`config.mk`:
```
export PLATFORM = sky130hd
export DESIGN_NAME = reg_pipeline
export DESIGN_NICKNAME = d
export VERILOG_FILES = /design/src/rtl/reg_pipeline.sv
export SDC_FILE = /design/constraint.sdc
export NUM_CORES = 1
export LEC_CHECK = 0
export ABC_CLOCK_PERIOD_IN_PS = 1300
export CAP_MARGIN = 20
export CELL_PAD_IN_SITES_DETAIL_PLACEMENT = 1
export CELL_PAD_IN_SITES_GLOBAL_PLACEMENT = 1
export CORE_MARGIN = 2
export CORE_UTILIZATION = 42
export CTS_CLUSTER_DIAMETER = 100
export DETAILED_ROUTE_END_ITERATION = 16
export PLACE_DENSITY_LB_ADDON = 0.1
export SYNTH_ARGS = -nofsm -noshare
export SYNTH_HDL_FRONTEND = slang
export SYNTH_SLANG_ARGS = --single-unit
```
`constraint.sdc`:
```
create_clock -name clk -period 1.3 [get_ports clk]
set_input_delay 0.26 -clock clk [delete_from_list [all_inputs] [get_ports clk]]
set_output_delay 0.26 -clock clk [all_outputs]
set_load 0.02 [all_outputs]
```
`src/rtl/reg_pipeline.sv`:
```
// reg_pipeline: DEPTH-stage valid/ready register pipeline with bubble collapsing.
//
// Every stage holds one data word plus a valid bit. A stage accepts new
// content whenever it is empty or the stage below it is accepting, so holes
// in the pipeline fill up even while the consumer is stalling. With a
// continuous stream and no back-pressure, one item passes per clock.
//
// Parameters
//   WIDTH  data width in bits (>= 1)
//   DEPTH  number of register stages (>= 1)
//   RESET  value loaded into every data stage on rst or clr
//
// Ports
//   clk        rising-edge clock
//   rst        asynchronous active-high reset
//   clr        synchronous clear; empties the pipeline, dominates transfers
//   in_valid   in_data is offered
//   in_data    data offered to stage 0
//   in_ready   stage 0 can accept this cycle (forced low while clr is high)
//   out_valid  last stage holds a valid item
//   out_data   data of the last stage
//   out_ready  consumer accepts out_data this cycle
//   count      number of valid stages
//
// Build option
//   REG_PIPELINE_COUNT_EN  when defined, count is a registered occupancy
//                          counter; otherwise count is tied to zero and no
//                          counter logic exists.

module reg_pipeline #(
  parameter int unsigned      WIDTH = 8,
  parameter int unsigned      DEPTH = 4,
  parameter logic [WIDTH-1:0] RESET = '0
) (
  input  logic                       clk,
  input  logic                       rst,
  input  logic                       clr,
  input  logic                       in_valid,
  input  logic [WIDTH-1:0]           in_data,
  output logic                       in_ready,
  output logic                       out_valid,
  output logic [WIDTH-1:0]           out_data,
  input  logic                       out_ready,
  output logic [$clog2(DEPTH+1)-1:0] count
);

  localparam int unsigned CW = $clog2(DEPTH + 1);

  logic [WIDTH-1:0] data_q [DEPTH];
  logic [DEPTH-1:0] valid_q;
  logic [DEPTH-1:0] ready;

  // ready_k = ~valid_k | ready_(k+1), ready_DEPTH = out_ready.
  // Unrolled from the output side with a running OR so that no bit of the
  // ready vector is read back while it is being built.
  always_comb begin : ready_chain
    logic acc;
    acc   = out_ready;
    ready = '0;
    for (int unsigned i = 0; i < DEPTH; i++) begin
      acc                = acc | ~valid_q[DEPTH-1-i];
      ready[DEPTH-1-i]   = acc;
    end
  end

  assign in_ready  = ready[0] & ~clr;
  assign out_valid = valid_q[DEPTH-1];
  assign out_data  = data_q[DEPTH-1];

  // Stage registers. Data only moves along with a valid item, so an empty
  // stage keeps whatever it last held.
  always_ff @(posedge clk or posedge rst) begin
    if (rst) begin
      valid_q <= '0;
      for (int unsigned i = 0; i < DEPTH; i++) begin
        data_q[i] <= RESET;
      end
    end else if (clr) begin
      valid_q <= '0;
      for (int unsigned i = 0; i < DEPTH; i++) begin
        data_q[i] <= RESET;
      end
    end else begin
      if (ready[0]) begin
        valid_q[0] <= in_valid;
        if (in_valid) begin
          data_q[0] <= in_data;
        end
      end
      for (int unsigned i = 1; i < DEPTH; i++) begin
        if (ready[i]) begin
          valid_q[i] <= valid_q[i-1];
          if (valid_q[i-1]) begin
            data_q[i] <= data_q[i-1];
          end
        end
      end
    end
  end

`ifdef REG_PIPELINE_COUNT_EN
  logic          push;
  logic          pop;
  logic [CW-1:0] count_q;

  assign push = in_valid & in_ready;
  assign pop  = out_valid & out_ready;

  // Push and pop together leave the occupancy unchanged. Push can only
  // happen with a free slot (or a simultaneous pop), and pop only with an
  // item present, so the counter stays within 0..DEPTH.
  always_ff @(posedge clk or posedge rst) begin
    if (rst) begin
      count_q <= '0;
    end else if (clr) begin
      count_q <= '0;
    end else if (push && !pop) begin
      count_q <= count_q + CW'(1);
    end else if (pop && !push) begin
      count_q <= count_q - CW'(1);
    end
  end

  assign count = count_q;
`else
  assign count = '0;
`endif

endmodule

```
==> impl_metrics.env <==
export IMPL_postSynthAreaPerCell_sq_um=10.51
export IMPL_vias_per_cell=5.513
export IMPL_setup_slack_ns=-0.1420
export IMPL_crit_family="flip-flops"
export IMPL_grt_max_degree=37
export IMPL_period_share_pct=110.9
export IMPL_cts_buffers=5
export IMPL_syn2layout_area_growth_pct=30.61
export IMPL_fmax_mhz=693.5
export IMPL_final_nets=229
export IMPL_routed_wl_microns=4538
export IMPL_switching_power_w=0.0005703
export IMPL_cts_hold_buf=0
export IMPL_ioPinCount=26
export IMPL_drtIter0Drc=83
export IMPL_cp_slowest_stage_delay_ns=0.40
export IMPL_synth_seq_cells=36
export IMPL_synth_area_leaders="dfrtp_1, buf_4, nand2b_1"
export IMPL_die_area_sq_mm=0.005029
export IMPL_cap_violations=0
export IMPL_insertion_delay_ns=0.28
export IMPL_yosysTopAreaCellShare_pct=47.90
export IMPL_syn_area_sq_mm=0.001881
export IMPL_firstDrtPassIters=4
export IMPL_antenna_found_initial=0
export IMPL_swShare_pct=25.12
export IMPL_wl_per_cell_microns=16.87
export IMPL_slowest_stage="dfrtp_1"
export IMPL_place_congestion=0.7469
export IMPL_cp_num_buf_inv=1
export IMPL_num_antenna_cells=0
export IMPL_fin_worst_skew_ns=0.001189
export IMPL_synth_distinct_cells=28
export IMPL_yosysTopAreaCell="dfrtp_1"
export IMPL_cts_tree="done"
export IMPL_hold_path_class="primary input to async pin"
export IMPL_worst_setup_path_end_kind="output port"
export IMPL_clk_pin_slew_ns=0.07
export IMPL_p_leak_nw=1.123
export IMPL_violations="negative setup slack"
export IMPL_cp_start_kind="flip-flop"
export IMPL_die_w_microns=70.92
export IMPL_fill_cells=474
export IMPL_p_int_w=0.001700
export IMPL_syn_inst=179
export IMPL_clockPowerShare_pct=33.7
export IMPL_path_cells="and4b_4 > a21oi_4 > buf_6"
export IMPL_die_h_microns=70.92
export IMPL_finalCriticalPeriod_ns=1.442
export IMPL_place_area_sq_mm=0.002171
export IMPL_yosysWarnings=0
export IMPL_vdd_ir_drop_max_mv=0.6317
export IMPL_num_vias=1483
export IMPL_track_usage_pct=18.39
export IMPL_numClockSinks=36
export IMPL_p_per_area_mw_per_mm2=924.4
export IMPL_setup_viol=13
export IMPL_status="finished, violations left"
export IMPL_grt_pass1_vias=1480
export IMPL_dp_hpwl_microns=2727
export IMPL_finalMaxSlewViolations=0
export IMPL_root_buffer="clkbuf_8"
export IMPL_route_detailed_drc=0
export IMPL_grt_pass1_wl_microns=7210
export IMPL_start_util_pct=43.49
export IMPL_rsz0062_at_grt="true"
export IMPL_ys_seq_area_share_pct=47.90
export IMPL_portBuffers=22
export IMPL_drtAntennaViolNets=0
export IMPL_rows=24
export IMPL_report_final_hold_viol_count=0
export IMPL_power_frac_seq_pct=52.0
export IMPL_core_sq_mm=0.004324
export IMPL_critPathKind="flip-flop to output port"
export IMPL_post_route_cell_area_sq_mm=0.002456
export IMPL_combPwrFrac_pct=14.3
export IMPL_grt_overflow=0
export IMPL_cts_buffer_depth=2
export IMPL_fin_total_pwr_w=0.002270
export IMPL_drive_gt1_share_pct=23.50
export IMPL_crit_fanout=3
export IMPL_htree_levels=2
export IMPL_cp_data_required_time_ns=1.04
export IMPL_arrival_ns=1.18
-- placed cells by master (no fill, tap or decap), types with 2 or more instances in the layout --
cell | synthesis | routed
a22o_1 | 8 | 8
conb_1 | 1 | 3
clkbuf_8 | 0 | 5
nand3b_1 | 8 | 8
inv_1 | 3 | 2
clkdlybuf4s50_1 | 0 | 10
buf_12 | 0 | 4
o211ai_1 | 8 | 8
nor2_1 | 5 | 5
nand2_1 | 7 | 7
buf_4 | 16 | 25
buf_6 | 2 | 4
clkbuf_1 | 3 | 2
o32a_1 | 7 | 7
a21oi_4 | 0 | 2
nand4b_1 | 8 | 8
dfrtp_1 | 36 | 35
o21ai_0 | 9 | 9
dlygate4sd2_1 | 0 | 10
nand3_1 | 8 | 8
nand2b_1 | 17 | 16
mux2i_1 | 7 | 7
a21oi_1 | 12 | 11
-- registers in the layout, summed over array words and instances, names as in the netlist --
register / count
data_q: 24
out_data: 8
valid_q: 4
-- routing by layer --
| metal | routed length (microns) | share of wire, % | track usage [%] | vias up |
|---|---|---|---|---|
| met3 | 160 | 3.5 | 5.128 | 2 |
| met1 | 1838 | 41 | 21.61 | 747 |
| li1 | - | - | - | 708 |
| met2 | 2526 | 56 | 33.23 | 26 |
| met5 | 0 | 0 | 0 | - |
| met4 | 12 | 0.26 | 4.403 | 0 |
-- through the flow --
stage	setup slack [ns]	utilization [%]	setup TNS, ns	std cells	hold WS (ns)
floorplan	-0.07116	-	-0.07116	181	0.4269
global placement	-0.7068	50.20	-14.76	247	0.4766
detailed placement	-0.7221	50.20	-16.46	247	0.4814
CTS	-0.1539	54.02	-0.1595	259	0.3260
global route	-0.1891	56.80	-1.280	269	0.3450
finish	-0.1420	56.80	-0.6411	269	0.3230
-- worst min-delay path: stages --
cell and delay (ns):
clkdlybuf4s50_1 0.40, inv_1 0.09, buf_12 0.22
-- path summary, 6_finish.rpt --
check	startpoint	end	slack [ns]	depth (start not counted)
worst max-delay path	valid_q[1]$_DFFE_PP0P_	in_ready	-0.14	3
worst min-delay path	rst	data_q[22]$_DFFE_PP0P_	0.32	3
worst max register to register	valid_q[1]$_DFFE_PP0P_	data_q[18]$_DFFE_PP0P_	-0.07	5
worst min register to register	data_q[22]$_DFFE_PP0P_	data_q[14]$_DFFE_PP0P_	0.50	1
max in group asynchronous	rst	valid_q[3]$_DFFE_PP0P_	0.78	3
min in group clk	data_q[22]$_DFFE_PP0P_	data_q[14]$_DFFE_PP0P_	0.50	1
-- synth_stat cells (all sizes together) --
master   instances
a22o             8
nand2            7
nand4bb          1
nand3b           9
nand4b           8
nor3b            1
nand3            8
a21oi           13
and4b            1
clkbuf           4
a32oi            1
buf             23
o21ai            9
conb             1
nand2b          17
o211ai           8
mux2i            7
dfrtp           36
nor2b            2
nor2             5
o32a             7
inv              3
-- power groups by stage --
stage	combinational, W	clock [W]	sequential (W)
after CTS	0.000316	0.000793	0.00118
after floorplan	0.000181	0	0.00120
after detailed placement	0.000288	0	0.00120
final	0.000324	0.000765	0.00118
after global placement	0.000276	0	0.00120
after global routing	0.000352	0.000862	0.00118
-- final cells by class --
type | instances | area (sq um) | area share, %
flip-flops and latches | 36 | 902.1 | 36.73
clock buffers | 7 | 76.32 | 3.107
well taps | 52 | 65.06 | 2.649
multi-input cells | 115 | 838.3 | 34.13
clock inverters | 1 | 5.005 | 0.2038
inverters | 3 | 11.26 | 0.4585
repair buffers | 55 | 558.0 | 22.72
-- cell families after synthesis --
group | synth area share (%)
AOI/OAI and AO/OA | 17.17
buffers and inverters | 10.31
DFF | 47.90
muxes | 3.726
other | 0.1994
and+or+nand+nor | 20.69
-- repair_timing --
| item | 4_1_cts | 5_1_grt |
|---|---|---|
| endpoints found under the setup margin | 40 | 17 |
| pin swaps | 1 | 5 |
| gates resized for setup | 31 | 7 |
| setup buffers | 3 | 9 |
| cloned | 1 | 1 |
Power figures use the tool's default switching activity.
==> RTL edit, RTL diff (config.mk and constraints unchanged) <==
Set the parameter `DEPTH` to 2 (it was 4).
--- a/src/rtl/reg_pipeline.sv
+++ b/src/rtl/reg_pipeline.sv
@@ -30,5 +30,5 @@
 module reg_pipeline #(
   parameter int unsigned      WIDTH = 8,
-  parameter int unsigned      DEPTH = 4,
+  parameter int unsigned      DEPTH = 2,
   parameter logic [WIDTH-1:0] RESET = '0
 ) (
Ports: changed (resized count); port bits go from 26 to 25. No check against the original RTL was run, so the function may have changed too.
==> RTL edit against the unedited design <==
- the run still ends with setup timing left
- clock power is 56% lower
- routed wire length is 63% lower
- synthesized area is 56% lower
- total power is 51% lower
- global-route usage is 3.0 points lower
- cell area is 55% lower
- first-iteration DRC count is 95% lower
- critical path depth stayed put
- sequential cell count is 18 lower
- setup slack better by 49 ps
- count of clock-buffer cells in the layout is 3 lower
- non-clock buffer count is 25 lower
- highest routed layer unchanged
==> RTL edit: results (changes against the unedited design) <==
status: finished with violations (unchanged)
failing checks: setup timing (unchanged)
vias in the first global route: 609 (was 1,480)
Cell variety after synth: 15 (was 28)
FILL cells: 223 (was 474)
sequential element share of the synthesized area: 54.05% (was 47.90%)
First-pass DRT Iterations: 2 (was 4)
mux cell area share after synthesis: 0% (was 3.726%)
final setup skew: 2.219 ps (was 1.189 ps)
crit-path max FO: 2 (was 3)
hold_ws: 277.3 ps (was 323.0 ps)
P_seq: 597 uW (was 1.18 mW)
Routed wire per std cell: 13.45 um (was 16.87 um)
CTS root buf: clkbuf_4 (was clkbuf_8)
post-CTS setup buffers: 0 (was 3)
Met2 Wirelength: 794 um (was 2.526 mm)
via count: 630 (was 1,483)
Clock transition at path regs: 100 ps (was 70 ps)
setup ws final: -93.43 ps (was -142.0 ps)
FF-to-FF End: data_q[11] (was data_q[18])
Synth top cells by count: dfrtp_1, a21oi_1, buf_4 (was dfrtp_1, nand2b_1, buf_4, a21oi_1, o21ai_0)
Leak: 0.5242 nW (was 1.123 nW)
total CTS buffers: 3 (was 5)
Sw Pwr: 264.8 uW (was 570.3 uW)
first-pass GRT wire length: 2.794 mm (was 7.210 mm)
Placed Area: 1056 sq um (was 2171 sq um)
Post-Layout Cell Count: 124 (was 269)
register area: 450.4 sq um (was 902.1 sq um)
Sum Neg Setup Slack: -93.43 ps (was -641.1 ps)
share of layout cells above drive strength 1: 19.59% (was 23.50%)
post-DP HPWL: 1.292 mm (was 2.727 mm)
M2 GR Usage: 24.31% (was 33.23%)
Nets: 111 (was 229)
largest net degree at the start of global routing: 19 (was 37)
met1 Usage GRT: 19.84% (was 21.61%)
htree depth: 1 (was 2)
clock power share: 30.6% (was 33.7%)
R2R Setup Slk: 20 ps (was -70 ps)
CP arrival: 1130 ps (was 1180 ps)
Overall Global Routing Usage: 15.38% (was 18.39%)
Finish-stage setup viols: 1 (was 13)
M1 WL: 773 um (was 1.838 mm)
VDD IR-drop max: 0.5346 mV (was 0.6317 mV)
Synth area leaders: dfrtp_1, buf_4, a22o_1 (was dfrtp_1, buf_4, nand2b_1)
RTL edit: changes by cell type in the layout (fill, tap and decap cells not counted), sizes merged, moves of 6 or more:
cell         before  now
nand2b           17    1
dfrtp            36   18
buf              33   10
nand4b            8    0
nand3b            9    1
o32a              7    0
o211ai            8    0
nand2             7    0
mux2i             7    0
dlygate4sd2      10    4
RTL edit: cell families (layout without fill, tap and decap cells):
logic type / Yosys count / after routing
AO/OA/AOI/OAI: 28 / 28
flip-flops: 18 / 18
buffers and inverters: 16 / 37
other: 1 / 2
AND/OR/NAND/NOR: 12 / 12
RTL edit: final cells by class:
class	instances	share of cell area [%]
Sequential cell	18	41.05
Timing Repair Buffer	30	25.31
Multi-Input combinational cell	42	26.23
Clock buffer	4	3.307
Inverter	3	1.026
Tap cell	27	3.079
RTL edit: worst reg2reg max path, delay by kind of cell (launching register included):
kind                   cells  cell delay [ps]
buffers and inverters      2              350
AND/OR/NAND/NOR            2              270
flip-flops                 1              380
AO/OA/AOI/OAI              1              180
